## src/rtl/clk_div_pkg.sv

```systemverilog
// Shared types and divider field layout for the clock-enable divider controller.
package clk_div_pkg;

  typedef enum logic [1:0] {
    STOP = 2'd0,
    HOLD = 2'd1,
    RUN  = 2'd2
  } state_t;

  localparam int HI_MSB = 15;
  localparam int HI_LSB = 8;
  localparam int LO_MSB = 7;
  localparam int LO_LSB = 0;

  localparam logic [15:0] DEFAULT_DIV = 16'h1717;

  function automatic logic [7:0] div_hi(input logic [15:0] d);
    return d[HI_MSB:HI_LSB];
  endfunction

  function automatic logic [7:0] div_lo(input logic [15:0] d);
    return d[LO_MSB:LO_LSB];
  endfunction

endpackage

```

## src/rtl/clk_div_ctrl_if.sv

```systemverilog
// Control/status bundle of the divider controller; master drives requests, slave is the controller.
interface clk_div_ctrl_if;

  logic        AClkHEn;
  logic        AEn;
  logic        ACfgWr;
  logic [15:0] ACfgData;
  logic        ACfgBusy;
  logic        AClkLvlO;
  logic        AClkEnO;
  logic        AResetON;
  logic [31:0] AStatus;

  modport master (
    output AClkHEn, AEn, ACfgWr, ACfgData,
    input  ACfgBusy, AClkLvlO, AClkEnO, AResetON, AStatus
  );

  modport slave (
    input  AClkHEn, AEn, ACfgWr, ACfgData,
    output ACfgBusy, AClkLvlO, AClkEnO, AResetON, AStatus
  );

endinterface

```

## src/rtl/clk_div_engine.sv

```systemverilog
// Half-period down-counter and level toggle; boundary = counter empty while level is low.
// Frozen when en=0; clear forces the idle phase (count 0, level low).
module clk_div_engine (
  input  logic       clk,
  input  logic       rst,
  input  logic       en,
  input  logic       clear,
  input  logic       run,
  input  logic [7:0] hi_load,
  input  logic [7:0] lo_load,
  output logic       lvl,
  output logic       boundary
);

  logic [7:0] cnt;

  always_ff @(posedge clk) begin
    if (rst) begin
      cnt <= 8'd0;
      lvl <= 1'b0;
    end else if (en) begin
      if (clear) begin
        cnt <= 8'd0;
        lvl <= 1'b0;
      end else if (run) begin
        if (cnt != 8'd0) begin
          cnt <= cnt - 8'd1;
        end else begin
          lvl <= ~lvl;
          cnt <= lvl ? lo_load : hi_load;
        end
      end
    end
  end

  assign boundary = (cnt == 8'd0) && !lvl;

endmodule

```

## src/rtl/clk_div_ctrl.sv

```systemverilog
// Divider controller: STOP/HOLD/RUN sequencing, shadowed divider applied at phase boundaries, reset hold.
// Optional status readback is built when CLK_DIV_CTRL_STATUS_EN is defined; otherwise AStatus reads zero.
module clk_div_ctrl
  import clk_div_pkg::*;
#(
  parameter logic [15:0]       CDivider       = DEFAULT_DIV,
  parameter int                CHoldW         = 8,
  parameter logic [CHoldW-1:0] CResetHold     = CHoldW'(8'h10),
  parameter bit                CResetOnChange = 1'b1
) (
  input  logic           AClkH,
  input  logic           AResetH,
  clk_div_ctrl_if.slave  bus
);

  state_t              state, state_next;
  logic [CHoldW-1:0]   hold, hold_next;
  logic [15:0]         active, shadow;
  logic                pend;
  logic                reset_on;
  logic                lvl, boundary, running, tick, apply;
  logic [7:0]          hi_load;

  assign running = (state != STOP);
  assign tick    = boundary && running && bus.AClkHEn;
  assign apply   = boundary && running && pend;
  // The reload on the applying boundary must already see the new high half-period.
  assign hi_load = apply ? div_hi(shadow) : div_hi(active);

  clk_div_engine u_engine (
    .clk      (AClkH),
    .rst      (AResetH),
    .en       (bus.AClkHEn),
    .clear    (state_next == STOP),
    .run      (running),
    .hi_load  (hi_load),
    .lo_load  (div_lo(active)),
    .lvl      (lvl),
    .boundary (boundary)
  );

  always_ff @(posedge AClkH) begin
    if (AResetH) begin
      state <= STOP;
      hold  <= CResetHold;
    end else if (bus.AClkHEn) begin
      state <= state_next;
      hold  <= hold_next;
    end
  end

  always_comb begin
    state_next = state;
    hold_next  = hold;
    case (state)
      STOP: begin
        if (bus.AEn) begin
          state_next = HOLD;
          hold_next  = CResetHold;
        end
      end
      HOLD: begin
        if (!bus.AEn) begin
          state_next = STOP;
        end else if (tick) begin
          if (hold == '0) state_next = RUN;
          else            hold_next  = hold - CHoldW'(1);
        end
      end
      RUN: begin
        if (!bus.AEn) begin
          state_next = STOP;
        end else if (apply && CResetOnChange) begin
          state_next = HOLD;
          hold_next  = CResetHold;
        end
      end
      default: state_next = STOP;
    endcase
  end

  always_ff @(posedge AClkH) begin
    if (AResetH) begin
      active   <= CDivider;
      shadow   <= CDivider;
      pend     <= 1'b0;
      reset_on <= 1'b0;
    end else if (bus.AClkHEn) begin
      reset_on <= (state_next == RUN);
      if (state == STOP) begin
        pend <= 1'b0;
        if (bus.ACfgWr) begin
          active <= bus.ACfgData;
          shadow <= bus.ACfgData;
        end
      end else if (!bus.AEn) begin
        // Leaving for STOP: any pending value becomes active immediately.
        pend   <= 1'b0;
        active <= bus.ACfgWr ? bus.ACfgData : shadow;
        if (bus.ACfgWr) shadow <= bus.ACfgData;
      end else begin
        if (apply) active <= shadow;
        if (bus.ACfgWr) begin
          shadow <= bus.ACfgData;
          pend   <= 1'b1;
        end else if (apply) begin
          pend <= 1'b0;
        end
      end
    end
  end

  assign bus.ACfgBusy = pend;
  assign bus.AClkLvlO = lvl;
  assign bus.AClkEnO  = tick;
  assign bus.AResetON = reset_on;

`ifdef CLK_DIV_CTRL_STATUS_EN
  logic [15:0] tick_cnt;
  logic [7:0]  hold_field;

  always_ff @(posedge AClkH) begin
    if (AResetH)                                   tick_cnt <= 16'd0;
    else if (bus.AClkHEn && tick && state == RUN)  tick_cnt <= tick_cnt + 16'd1;
  end

  assign hold_field  = (state == RUN) ? tick_cnt[7:0] : 8'(hold);
  assign bus.AStatus = {state, pend, 5'h0, hold_field, active};
`else
  assign bus.AStatus = 32'h0;
`endif

endmodule

```

## src/flat_wrapper.sv

```systemverilog
// flat-port wrapper written by rule: the top's interface ports become plain ports
module clk_div_ctrl_flat import clk_div_pkg::*;
#(
  parameter logic [15:0]       CDivider       = DEFAULT_DIV,
  parameter int                CHoldW         = 8,
  parameter logic [CHoldW-1:0] CResetHold     = CHoldW'(8'h10),
  parameter bit                CResetOnChange = 1'b1
)
  (AClkH, AResetH, bus_AClkHEn, bus_AEn, bus_ACfgWr, bus_ACfgData, bus_ACfgBusy, bus_AClkLvlO, bus_AClkEnO, bus_AResetON, bus_AStatus);
  clk_div_ctrl_if bus_i ();
  input  logic AClkH;
  input  logic AResetH;
  input wire logic [$bits(bus_i.AClkHEn)-1:0] bus_AClkHEn;
  input wire logic [$bits(bus_i.AEn)-1:0] bus_AEn;
  input wire logic [$bits(bus_i.ACfgWr)-1:0] bus_ACfgWr;
  input wire logic [$bits(bus_i.ACfgData)-1:0] bus_ACfgData;
  output wire logic [$bits(bus_i.ACfgBusy)-1:0] bus_ACfgBusy;
  output wire logic [$bits(bus_i.AClkLvlO)-1:0] bus_AClkLvlO;
  output wire logic [$bits(bus_i.AClkEnO)-1:0] bus_AClkEnO;
  output wire logic [$bits(bus_i.AResetON)-1:0] bus_AResetON;
  output wire logic [$bits(bus_i.AStatus)-1:0] bus_AStatus;
  assign bus_i.AClkHEn = bus_AClkHEn;
  assign bus_i.AEn = bus_AEn;
  assign bus_i.ACfgWr = bus_ACfgWr;
  assign bus_i.ACfgData = bus_ACfgData;
  assign bus_ACfgBusy = bus_i.ACfgBusy;
  assign bus_AClkLvlO = bus_i.AClkLvlO;
  assign bus_AClkEnO = bus_i.AClkEnO;
  assign bus_AResetON = bus_i.AResetON;
  assign bus_AStatus = bus_i.AStatus;
  clk_div_ctrl #(.CDivider(CDivider), .CHoldW(CHoldW), .CResetHold(CResetHold), .CResetOnChange(CResetOnChange)) u_core (.AClkH(AClkH), .AResetH(AResetH), .bus(bus_i));
endmodule
```

## config.mk

```make
export PLATFORM = sky130hd
export DESIGN_NAME = clk_div_ctrl_flat
export DESIGN_NICKNAME = d
export VERILOG_FILES = /design/src/rtl/clk_div_pkg.sv /design/src/rtl/clk_div_ctrl_if.sv /design/src/rtl/clk_div_engine.sv /design/src/rtl/clk_div_ctrl.sv /design/src/flat_wrapper.sv
export SDC_FILE = /design/constraint.sdc
export NUM_CORES = 1
export LEC_CHECK = 0
export CORE_ASPECT_RATIO = 0.5
export CORE_MARGIN = 2
export CORE_UTILIZATION = 45
export CTS_BUF_LIST = sky130_fd_sc_hd__clkbuf_4 sky130_fd_sc_hd__clkbuf_8 sky130_fd_sc_hd__clkbuf_16
export DETAILED_ROUTE_END_ITERATION = 10
export PLACE_DENSITY = 0.73
export SLEW_MARGIN = 10
export SYNTH_ARGS = -nofsm -noshare
export SYNTH_HDL_FRONTEND = slang
export SYNTH_SLANG_ARGS = --single-unit
```

## constraint.sdc

```tcl
create_clock -name AClkH -period 2.38 [get_ports AClkH]
set_clock_uncertainty 0.2 [all_clocks]
set_input_delay 0.476 -clock AClkH [delete_from_list [all_inputs] [get_ports AClkH]]
set_output_delay 0.476 -clock AClkH [all_outputs]
set_load 0.05 [all_outputs]
```

Word-level counts from Yosys, hierarchy flattened
Cells that the tools add are included.
{"block": "totals", "elab_cells": 73, "in_bits": 21, "out_inout_bits": 36, "reg_bits": 53}
{"block": "op_classes", "addsub": 2, "n_reduce_logical": 18, "n_bitwise": 1, "n_eq_ne": 13, "muxes": 31}
{"operator": "$mux 8", "count": 11}
{"operator": "$mux 16", "count": 5}
{"operator": "$pmux 8 s3", "count": 1}
{"operator": "$logic_not 8->1", "count": 2}
{"operator": "$sub 8x1->8 const B", "count": 2}
{"operator": "$ne 2x2->1 const B", "count": 7}
{"operator": "$mux 2", "count": 6}
{"operator": "$reduce_and 8->1", "count": 1}
{"operator": "$reduce_bool 8->1", "count": 1}
{"operator": "$mux 1", "count": 7}
{"operator": "$pmux 2 s3", "count": 1}
{"operator": "$reduce_and 3->1", "count": 2}
{"operator": "$eq 2x2->1 const B", "count": 2}
{"operator": "$logic_and 1x1->1", "count": 4}
{"operator": "$logic_not 2->1", "count": 2}
{"operator": "$ne 4x1->1 const B", "count": 1}
{"operator": "$reduce_and 2->1", "count": 2}
{"operator": "$reduce_bool 2->1", "count": 2}
{"operator": "$ne 3x1->1 const B", "count": 1}
{"operator": "$reduce_bool 3->1", "count": 1}
{"operator": "$eq 2x1->1 const B", "count": 1}
{"operator": "$ne 2x1->1 const B", "count": 1}
{"operator": "$logic_not 1->1", "count": 1}
{"operator": "$not 1->1", "count": 1}

Depth between registers and ports, before layout
Gate-level depths: netlist of the first run.
{"block": "logic_depth", "depth_word": 10, "mapped_depth": 8}

Hierarchy
From an unflattened synthesis of the first run, not the netlist that was laid out.
{"block": "hier_totals", "hier_cells": 351, "hier_area_um2": 3004.1}
{"mod": "clk_div_ctrl", "cells_each": 270, "instances": 1, "seq_area_each_um2": 880.8, "area_each_um2": 2313.5}
{"mod": "clk_div_engine", "cells_each": 81, "instances": 1, "seq_area_each_um2": 180.2, "area_each_um2": 690.7}

Least setup slack after synthesis of the first run
Ideal clock, no wire load.
{"block": "synth_path", "path_kind": "register to output", "from": "register u_core.u_engine.cnt[0]", "to": "output bus_AClkEnO", "n_path_buf": 2, "stages_incl_launch_ff": 8, "path_slack_ns": -0.387, "t_arrival_ns": 2.091, "cell_sequence": "dfxtp_1 inv_1 ha_1 or4b_1 buf_2 buf_2 nor3_1 and2_1"}
{"block": "synth_between", "elab_chain_cells": 4}
{"element": "start, declared", "line": "clk_div_engine.sv:15", "rtl": "logic [7:0] cnt;"}
{"element": "start signal, assigned", "line": "clk_div_engine.sv:27", "rtl": "cnt <= cnt - 8'd1;"}
{"element": "start signal, assigned", "line": "clk_div_engine.sv:30", "rtl": "cnt <= lvl ? lo_load : hi_load;"}
{"element": "$logic_not 8->1", "line": "clk_div_engine.sv:36", "rtl": "assign boundary = (cnt == 8'd0) && !lvl;"}
{"element": "$logic_and 1x1->1", "line": "clk_div_engine.sv:36"}
{"element": "$logic_and 1x1->1 (2 in a row)", "line": "clk_div_ctrl.sv:25", "rtl": "assign tick = boundary && running && bus.AClkHEn;"}
{"element": "end, declared", "line": "flat_wrapper.sv:19", "rtl": "output wire logic [$bits(bus_i.AClkEnO)-1:0] bus_AClkEnO;"}
Every way passes these cells.

Worst setup path in the final report of the first run
{"block": "layout_path", "from": "register u_core.u_engine.cnt[1]", "to": "output bus_AClkEnO"}
The elaborated chain is that of the path after synthesis.

==> reports/metrics.yaml, run 1 <==
finish.instance_area_um2: 3920
synth_most_common_cell: "dfxtp_1"
drive_gt1_share_pct: 18.7
critPathMaxStageDelay_ns: 0.48
worstSetupPathType: "reg -> out"
cts_tree: "built"
dp_slack_ns: -0.0329
rsz0062_at_grt: "true"
synth_commonest_cells: "53 x dfxtp_1, 43 x nand2_1, 32 x buf_4"
seq_power_share_pct: 37.7
slew_headroom_pct: 30.3
drv_cap: 0
ff_latch_area_um2: 1060
synthCells: 379
synthTopCellsByArea: "dfxtp_1 33%, buf_4 7.5%, mux2i_1 7.2%"
p_int_uw: 1790
final-setup-viol-count: 2
hold_path.class: "reg -> reg"
dieArea_um2: 7820
num_vias: 2878
fillers: 590
use_met3_pct: 3.17
busiest_layer: "met2"
drtAntennaViolNets: 0
cts_buffers: 5
path_delay_family: "simple AND/OR/NAND/NOR gates"
switching_power_uw: 860
insertion_delay_ns: 0.29
powerDensity_nw_per_um2: 676
wl_per_cell_um: 15.1
ys_seq_elements: 53
use_met1_pct: 28.9
die_h_um: 63.5
dieWidth_um: 123
synth_cell_types: 65
io_buffers: 24
cts_max_level: 2
setup_slack_ns: -0.0310
power_uw: 2650
path_cells: "inv_2, ha_4, or4b_4, nor3_4, and2_4, buf_12"
combPwrFrac_pct: 29.2
viasPerCell: 5.55
synthToLayoutAreaGrowth_pct: 22.7
gp_congestion: 0.891
ys_async_sr_fraction_pct: 0
synth_top_area_cell: "dfxtp_1"
violations: "setup timing"
hold_viol_final: 0
cts_root_buf: "clkbuf_16"
gr-usage-all-layers_pct: 20.0
grt_max_degree: 21
diodes: 0
crit_fanout: 2
drv_slew: 0
startpoint_type: "flip-flop"
place_area_um2: 3610
ys.flop_type: "dfxtp_1"
drcViolationCount: 0
syn_avg_cell_area_um2: 8.42
fin_util_pct: 57.8
finalCriticalPeriod_ns: 2.41
multiInputGateArea_um2: 1900
start_util_pct: 47.1
slowest_stage: "or4b_4"
nets: 450
worst_slew_pin_slew_ns: 1.04
cts.path.max_buffers: 2
hpwl_um: 5390
p_leak_uw: 0.00149
p_sw_share_pct: 32.5
timing.fmax_mhz: 415
ios: 57
grt_pass1_vias: 2497
endpoint_kind: "output pin"
cp.required_ns: 1.70
clkPwrFrac_pct: 33.1
grt_pass1_wl_um: 12400
core_um2: 6780
finalCritPeriodShare_pct: 101
drt_iter0_drc: 216
worstPathArrival_ns: 1.73
rrSetupSlack_ns: -0.01
yosysWarnings: 0
cts.sinks: 53
worst-path-buf-inv: 2
rows: 21
antenna_found_initial: 0
path_clk_slew_ns: 0.07
drt_pre_antenna_iters: 5
holdWs_ns: 0.254
netlist_area_um2: 3190
ir_drop_uv: 375
use_met2_pct: 30.9
synth_edf_count: 0
synth_top_area_share_pct: 33.3
routed_wl_um: 7850
gr-total-overflow: 0
seq_area_frac_synth_pct: 33.3
outcome: "complete, but fails checks"
per-layer routing:
metal / up-vias / share of wire [%]
li1: 1424 / -
met1: 1326 / 47
met2: 118 / 45
met3: 10 / 6.8
met4: 0 / 0.83
met5: - / 0
sequential cells by signal, indices dropped and copies added, names as in the netlist:
signal and flops:
u_core.active 16, u_core.bus.ACfgBusy 1, u_core.bus.AResetON 1, u_core.hold 8, u_core.shadow 16, u_core.state 2
u_core.u_engine.cnt 8, u_core.u_engine.lvl 1
final cells by class:
| cell class | instances | area share, % |
|---|---|---|
| Clock buffer | 6 | 3.55 |
| Timing Repair Buffer | 65 | 15.8 |
| Sequential cell | 53 | 27.2 |
| Tap cell | 92 | 2.94 |
| Inverter | 11 | 1.05 |
| Multi-Input combinational cell | 290 | 48.4 |
| Clock inverter | 2 | 1.05 |
path summary, 6_finish.rpt:
kind	start	to	cells after the start
setup / recovery	u_core.u_engine.cnt[1]	bus_AClkEnO	6
hold / removal	u_core.shadow[3]	u_core.shadow[3]	2
setup reg to reg	u_core.u_engine.cnt[1]	u_core.hold[7]	7
hold reg to reg	u_core.shadow[3]	u_core.shadow[3]	2
power by group through the flow:
stage,registers [uW],clock network (uW),logic (uW)
final,1000,877,772
after global routing,1010,925,836
after CTS,997,882,732
after detailed placement,1020,0,710
after global placement,1020,0,704
after floorplan,1010,0,552
logic make-up (layout without fill, tap and decap cells):
logic type / count (synthesis) / after routing / synth area share (%)
xor gates and xnor gates: 4 / 4 / 1.10
buffers and inverters: 67 / 84 / 12.7
DFF: 53 / 53 / 33.3
other: 1 / 32 / 0.118
adders and majority gates: 3 / 3 / 1.18
and+or+nand+nor: 120 / 120 / 20.2
muxes: 25 / 25 / 7.92
AOI/OAI and AO/OA: 106 / 106 / 23.6
stage by stage:
step / cells / TNS [ns]
after floorplan: 410 / 0
after global placement: 502 / 0
after detailed placement: 502 / -0.120
after CTS: 514 / -0.0800
after global routing: 519 / -0.482
final: 519 / -0.0385
cell usage in the layout, fill, tap and decap left out, types with 3 or more instances in the layout:
master | netlist | routed
dfxtp_1 | 53 | 51
nand2_1 | 43 | 42
buf_4 | 32 | 37
conb_1 | 1 | 32
a21oi_1 | 30 | 30
mux2i_1 | 23 | 23
clkdlybuf4s50_1 | 0 | 22
nor2_1 | 14 | 14
nand3_1 | 14 | 14
o21ai_0 | 16 | 14
o211ai_1 | 10 | 10
inv_1 | 10 | 8
a311oi_1 | 7 | 7
clkbuf_16 | 0 | 7
or4_1 | 5 | 5
a211oi_1 | 5 | 5
nand2b_1 | 5 | 5
or3_1 | 6 | 5
o31ai_1 | 4 | 4
xnor2_1 | 4 | 4
o21a_1 | 4 | 4
or2_2 | 3 | 3
nor4_1 | 4 | 3
nor3b_1 | 3 | 3
nand3b_1 | 3 | 3
nand4_1 | 3 | 3
nor3_1 | 4 | 3
o21ai_1 | 1 | 3
a32o_1 | 3 | 3
buf_12 | 0 | 3
worst min-delay path: stages (launching register included):
cell     delay [ns]
dfxtp_1        0.31
nand2_1        0.05
a21oi_1        0.05
repair_timing:
action	4_1_cts	5_1_grt
buffers inserted	4	3
pin swaps	2	4
setup endpoints to repair	1	12
cloned	0	2
hold buffers	0	0
resized for setup	1	6
Note: power is estimated with default switching activity, not from simulation.
==> run 2, diff against run 1 <==
Settings changed: SYNTH_HIERARCHICAL set to 1.
==> reports/metrics.yaml, run 2 <==
ctsHoldBuffers: 0  # unchanged
path_clk_slew_ns: 0.07  # about the same
drv_cap: 0  # unchanged
gp_congestion: 0.892  # was 0.891
synthToLayoutAreaGrowth_pct: 22.2  # was 22.7%
num_vias: 2545  # was 2878
powerDensity_nw_per_um2: 624  # was 676 nW/um^2
dp_slack_ns: -0.0417  # was -0.0329 ns
setup_slack_ns: -0.101  # was -0.0310 ns
io_buffers: 24  # unchanged
critPathMaxStageDelay_ns: 0.33  # was 0.48 ns
reg2reg_to: "u_core/u_engine/cnt[3]"  # was u_core.hold[7]
cts.path.max_buffers: 2  # unchanged
start_util_pct: 48.0  # was 47.1%
worstHoldPathCells: 2  # unchanged
rrSetupSlack_ns: -0.10  # was -0.01 ns
final_cell_mix: "51 x dfxtp_1, 48 x nand2_1, 32 x conb_1, 31 x buf_4, 29 x nor2_1"  # was 51 x dfxtp_1, 42 x nand2_1, 37 x buf_4, 32 x conb_1, 30 x a21oi_1
setup-tns-final_ns: -0.403  # was -0.0385 ns
drt_pre_antenna_iters: 4  # was 5
dieArea_um2: 7390  # was 7820 um^2
synth_cell_types: 58  # was 65
wl_per_cell_um: 13.7  # was 15.1 um
seq_area_frac_synth_pct: 35.3  # was 33.3%
ir_drop_uv: 315  # was 375 uV
hold_path.class: "reg -> reg"  # unchanged
final-setup-viol-count: 10  # was 2
cts_buffers: 5  # unchanged
startpoint_type: "flip-flop"  # unchanged
routed_wl_um: 6670  # was 7850 um
p_leak_uw: 0.00145  # was 0.00149 uW
drt_iter0_drc: 117  # was 216
rsz0062_at_grt: "true"  # unchanged
gr-usage-all-layers_pct: 18.5  # was 20.0%
worst_slew_pin_slew_ns: 0.514  # was 1.04 ns
ys_async_sr_fraction_pct: 0  # unchanged
hp-start: "u_core/shadow[7]"  # was u_core.shadow[3]
nets: 421  # was 450
ff_latch_area_um2: 1060  # unchanged
syn_avg_cell_area_um2: 8.56  # was 8.42 um^2
viasPerCell: 5.24  # was 5.55
multiInputGateArea_um2: 1760  # was 1900 um^2
ys.flop_type: "dfxtp_1"  # unchanged
cts_tree: "built"  # unchanged
synth_edf_count: 0  # unchanged
gr-total-overflow: 0  # unchanged
finalCritPeriodShare_pct: 104  # was 101%
grt_max_degree: 36  # was 21
worstSetupPathType: "reg -> reg"  # was reg -> out
grt_pass1_wl_um: 10900  # was 12400 um
synth_top_area_cell: "dfxtp_1"  # unchanged
layout_commonest_cell: "dfxtp_1"  # unchanged
drive_gt1_share_pct: 20.4  # was 18.7%
path_cells: "inv_2, ha_4, nor4b_4, nand2_2, nor2_4, buf_6, nand3_4, buf_4, mux2_2, mux2i_2, a31o_1, o41ai_2"  # was inv_2, ha_4, or4b_4, nor3_4, and2_4, buf_12
synthCells: 351  # was 379
fillers: 549  # was 590
endpoint_kind: "flip-flop"  # was output pin
synth_most_common_cell: "dfxtp_1"  # unchanged
grt_pass1_vias: 2386  # was 2497
insertion_delay_ns: 0.29  # about the same
cts.sinks: 53  # unchanged
die_h_um: 61.8  # was 63.5 um
worstPathArrival_ns: 2.45  # was 1.73 ns
timing.rr.start: "u_core/u_engine/cnt[1]"  # was u_core.u_engine.cnt[1]
slowest_stage: "dfxtp_2"  # was or4b_4
antenna_found_initial: 0  # unchanged
cts_max_level: 2  # unchanged
timing.fmax_mhz: 403  # was 415 MHz
core_um2: 6260  # was 6780 um^2
yosysWarnings: 6  # was 0
crit_fanout: 7  # was 2
dieWidth_um: 120  # was 123 um
synth_commonest_cells: "53 x dfxtp_1, 49 x nand2_1, 35 x buf_4"  # was 53 x dfxtp_1, 43 x nand2_1, 32 x buf_4
outcome: "complete, but fails checks"  # unchanged
drtAntennaViolNets: 0  # unchanged
r2r_cells: 12  # was 7
netlist_area_um2: 3000  # was 3190 um^2
ios: 57  # unchanged
finalCriticalPeriod_ns: 2.48  # was 2.41 ns
biggestRegsByFlops: "u_core/active x16, u_core/shadow x16"  # was u_core.active x16, u_core.shadow x16
drv_slew: 0  # unchanged
synth_top_area_share_pct: 35.3  # was 33.3%
hpwl_um: 4500  # was 5390 um
violations: "setup timing"  # unchanged
diodes: 0  # unchanged
hold_viol_final: 0  # unchanged
slew_headroom_pct: 65.4  # was 30.3%
synthTopCellsByArea: "dfxtp_1 35%, buf_4 8.7%, mux2i_1 8.7%"  # was dfxtp_1 33%, buf_4 7.5%, mux2i_1 7.2%
drcViolationCount: 0  # unchanged
ys_seq_elements: 53  # unchanged
hold-path-endpoint: "u_core/shadow[7]"  # was u_core.shadow[3]
rows: 20  # was 21
cts_root_buf: "clkbuf_16"  # unchanged
cp.required_ns: 2.35  # was 1.70 ns
[run 2: metal layers]
layer  track usage [%]  vias up  share of wire (%)
li1                  -     1253                  -
met5                 0        -                  0
met4              6.55        0               0.69
met3              3.56        6                4.7
met2              33.8       77                 49
met1              22.7     1209                 46
[run 2: metrics by stage]
stage                     hold slack (ns)  utilization, %  std cells  power (uW)  instance area [um^2]
after floorplan                     0.230               -        382        1340                  3140
after global placement              0.240            53.4        469        1410                  3340
after detailed placement            0.248            53.4        469        1420                  3340
after CTS                           0.261            57.6        484        2290                  3600
after global routing                0.282            58.7        486        2370                  3670
final                               0.260            58.7        486        2290                  3670
[run 2: cells by family after synthesis]
family,Yosys count,synth area share (%)
simple gates,127,21.0
mux,35,12.0
other cells,1,0.125
compound gates,68,15.9
xor+xnor,4,1.17
fa+ha+maj,3,1.25
buf+inv,60,13.3
flops,53,35.3
[run 2: worst max-delay path by stage]
stage / from / end / cells past startpoint
after global placement: u_core/u_engine/cnt[0] / u_core/u_engine/cnt[5] / 11
final: u_core/u_engine/cnt[1] / u_core/u_engine/cnt[3] / 12
after CTS: u_core/u_engine/cnt[1] / bus_AClkEnO / 9
after detailed placement: u_core/u_engine/cnt[0] / u_core/u_engine/cnt[5] / 11
after floorplan: u_core/u_engine/cnt[0] / u_core/u_engine/cnt[5] / 11
after global routing: u_core/u_engine/cnt[1] / u_core/u_engine/cnt[7] / 12
[run 2: layout make-up]
cell class              count  area share, %
inverters                  10           1.02
repair buffers             58           14.4
multi-input cells         269           47.9
clock inverters             3           1.30
well taps                  88           3.00
flip-flops and latches     53           29.0
clock buffers               5           3.41
[run 2: timing repair]
| action | 4_1_cts | 5_1_grt |
|---|---|---|
| buffers inserted | 7 | 2 |
| endpoints found under the setup margin | 7 | 31 |
| resized for setup | 13 | 11 |
| pin swaps | 6 | 9 |
[run 2: power breakdown]
part / internal, uW / switching, uW / leakage, uW
Sequential: 934 / 32.3 / 0.000435
Combinational: 181 / 290 / 0.000925
Clock: 505 / 347 / 0.0000848
[run 2: worst max-delay path, delay by kind of cell, from the launching register on]
kind / cells / cell delay [ns]
simple gates: 4 / 0.61
mux: 2 / 0.45
buf+inv: 3 / 0.36
flops: 1 / 0.33
compound gates: 2 / 0.26
fa+ha+maj: 1 / 0.14
==> run 3, diff against run 2 <==
Settings changed: GPL_ROUTABILITY_DRIVEN set to 0.
==> reports/metrics.yaml, run 3 (synthesized netlist as in run 2, its figures left out) <==
core_um2: 6260  # unchanged
power_uw: 2140  # was 2290 uW
cts.sinks: 53  # unchanged
endpoint_kind: "flip-flop"  # unchanged
num_vias: 2551  # was 2545
finalCriticalPeriod_ns: 2.46  # was 2.48 ns
drv_cap: 0  # unchanged
wl_per_cell_um: 13.5  # was 13.7 um
dp_slack_ns: -0.0283  # was -0.0417 ns
insertion_delay_ns: 0.29  # about the same
dieWidth_um: 120  # unchanged
use_met1_pct: 22.6  # was 22.7%
timing.fmax_mhz: 406  # was 403 MHz
start_util_pct: 48.0  # unchanged
drcViolationCount: 0  # unchanged
place_inst: 469  # unchanged
setup-tns-final_ns: -0.435  # was -0.403 ns
gr-usage-all-layers_pct: 18.4  # was 18.5%
violations: "setup timing"  # unchanged
rows: 20  # unchanged
layout_commonest_cell: "dfxtp_1"  # unchanged
drt_iter0_drc: 115  # was 117
cp.required_ns: 2.36  # was 2.35 ns
cts_buffers: 5  # unchanged
outcome: "complete, but fails checks"  # unchanged
drv_slew: 0  # unchanged
diodes: 0  # unchanged
die_h_um: 61.8  # unchanged
fillers: 564  # was 549
slew_headroom_pct: 63.5  # was 65.4%
drt_pre_antenna_iters: 4  # unchanged
crit_fanout: 8  # was 7
switching_power_uw: 638  # was 670 uW
seq_power_share_pct: 45.1  # was 42.2%
final-setup-viol-count: 11  # was 10
cts_max_level: 2  # unchanged
nets: 422  # was 421
powerDensity_nw_per_um2: 588  # was 624 nW/um^2
final_cell_mix: "52 x dfxtp_1, 48 x nand2_1, 32 x buf_4, 32 x conb_1, 29 x nor2_1"  # was 51 x dfxtp_1, 48 x nand2_1, 32 x conb_1, 31 x buf_4, 29 x nor2_1
antenna_found_initial: 0  # unchanged
synthToLayoutAreaGrowth_pct: 21.1  # was 22.2%
biggestRegsByFlops: "u_core/active x16, u_core/shadow x16"  # unchanged
finalCritPeriodShare_pct: 104  # about the same
worstPathArrival_ns: 2.44  # was 2.45 ns
ir_drop_uv: 325  # was 315 uV
use_met2_pct: 34.0  # was 33.8%
dieArea_um2: 7390  # unchanged
ios: 57  # unchanged
busiest_layer: "met2"  # unchanged
path_clk_slew_ns: 0.07  # about the same
startpoint_type: "flip-flop"  # unchanged
slowest_stage: "mux2_4"  # was dfxtp_2
drive_gt1_share_pct: 19.8  # was 20.4%
hold_viol_final: 0  # unchanged
combPwrFrac_pct: 22.0  # was 20.6%
path_cells: "inv_2, ha_4, nor4b_4, nand2_2, nor2_4, buf_6, nand3_4, mux2_4, mux2i_1, a22o_2, a22oi_2, a22o_1"  # was inv_2, ha_4, nor4b_4, nand2_2, nor2_4, buf_6, nand3_4, buf_4, mux2_2, mux2i_2, a31o_1, o41ai_2
cts_root_buf: "clkbuf_16"  # unchanged
viasPerCell: 5.25  # was 5.24
grt_pass1_wl_um: 10900  # about the same
finalNonFillerCells: 486  # unchanged
setup_slack_ns: -0.0837  # was -0.101 ns
p_leak_uw: 0.00143  # was 0.00145 uW
p_int_uw: 1500  # was 1620 uW
rsz0062_at_grt: "true"  # unchanged
cts.path.max_buffers: 2  # unchanged
hold_path.class: "reg -> reg"  # unchanged
ff_latch_area_um2: 1060  # about the same
ctsHoldBuffers: 0  # unchanged
use_met3_pct: 3.38  # was 3.56%
io_buffers: 24  # unchanged
hpwl_um: 4560  # was 4500 um
clkPwrFrac_pct: 32.9  # was 37.2%
p_sw_share_pct: 29.8  # was 29.2%
worst_slew_pin_slew_ns: 0.543  # was 0.514 ns
gr-total-overflow: 0  # unchanged
grt_pass1_vias: 2370  # was 2386
multiInputGateArea_um2: 1750  # was 1760 um^2
worstSetupPathType: "reg -> reg"  # unchanged
grt_max_degree: 36  # unchanged
routed_wl_um: 6540  # was 6670 um
cts_tree: "built"  # unchanged
critPathMaxStageDelay_ns: 0.34  # was 0.33 ns
drtAntennaViolNets: 0  # unchanged
==> run 3: layer usage <==
metal  wire length (um)  vias to the layer above
met3                373                        6
met5                  0                        -
met2               3060                       85
li1                   -                     1254
met4                 63                        0
met1               3040                     1206
==> run 3: final cells by class <==
type | instances | area share (%)
well taps | 88 | 3.03
inverters | 10 | 1.03
multi-input cells | 269 | 48.2
repair buffers | 59 | 14.7
clock inverters | 2 | 0.447
flip-flops and latches | 53 | 29.2
clock buffers | 5 | 3.44
==> run 3: worst max-delay path: cells and delay by family (launching register included) <==
kind / cells / cell delay, ns
AOI/OAI and AO/OA: 3 / 0.42
buffers and inverters: 2 / 0.19
and+or+nand+nor: 4 / 0.61
DFF: 1 / 0.33
muxes: 2 / 0.47
adders and majority gates: 1 / 0.13
==> run 3: repair_timing <==
action                     in CTS  in global routing
gates resized for setup        13                 10
pin swaps                       6                  5
buffers inserted                6                  4
setup endpoints to repair      11                 30
==> run 3: per-stage QoR <==
stage | util [%] | cell area [um^2] | hold WS, ns
2_1_floorplan | - | 3140 | 0.230
3_3_place_gp | 53.4 | 3340 | 0.240
3_5_place_dp | 53.4 | 3340 | 0.245
4_1_cts | 57.1 | 3570 | 0.263
5_1_grt | 58.2 | 3640 | 0.278
6_report | 58.2 | 3640 | 0.262
==> run 3: path summary, 6_finish.rpt <==
| kind | from | end | slack, ns | cells past startpoint |
|---|---|---|---|---|
| max | u_core/u_engine/cnt[1] | u_core/u_engine/cnt[5] | -0.08 | 12 |
| min | u_core/shadow[7] | u_core/shadow[7] | 0.26 | 2 |
| max reg2reg | u_core/u_engine/cnt[1] | u_core/u_engine/cnt[5] | -0.08 | 12 |
| min reg2reg | u_core/shadow[7] | u_core/shadow[7] | 0.26 | 2 |
==> run 3: power groups by stage <==
| stage | registers, uW | clock network, uW | logic (uW) |
|---|---|---|---|
| after global placement | 983 | 0 | 423 |
| after detailed placement | 985 | 0 | 436 |
| after global routing | 972 | 758 | 507 |
| final | 966 | 704 | 471 |
| after CTS | 965 | 720 | 453 |
| after floorplan | 978 | 0 | 366 |
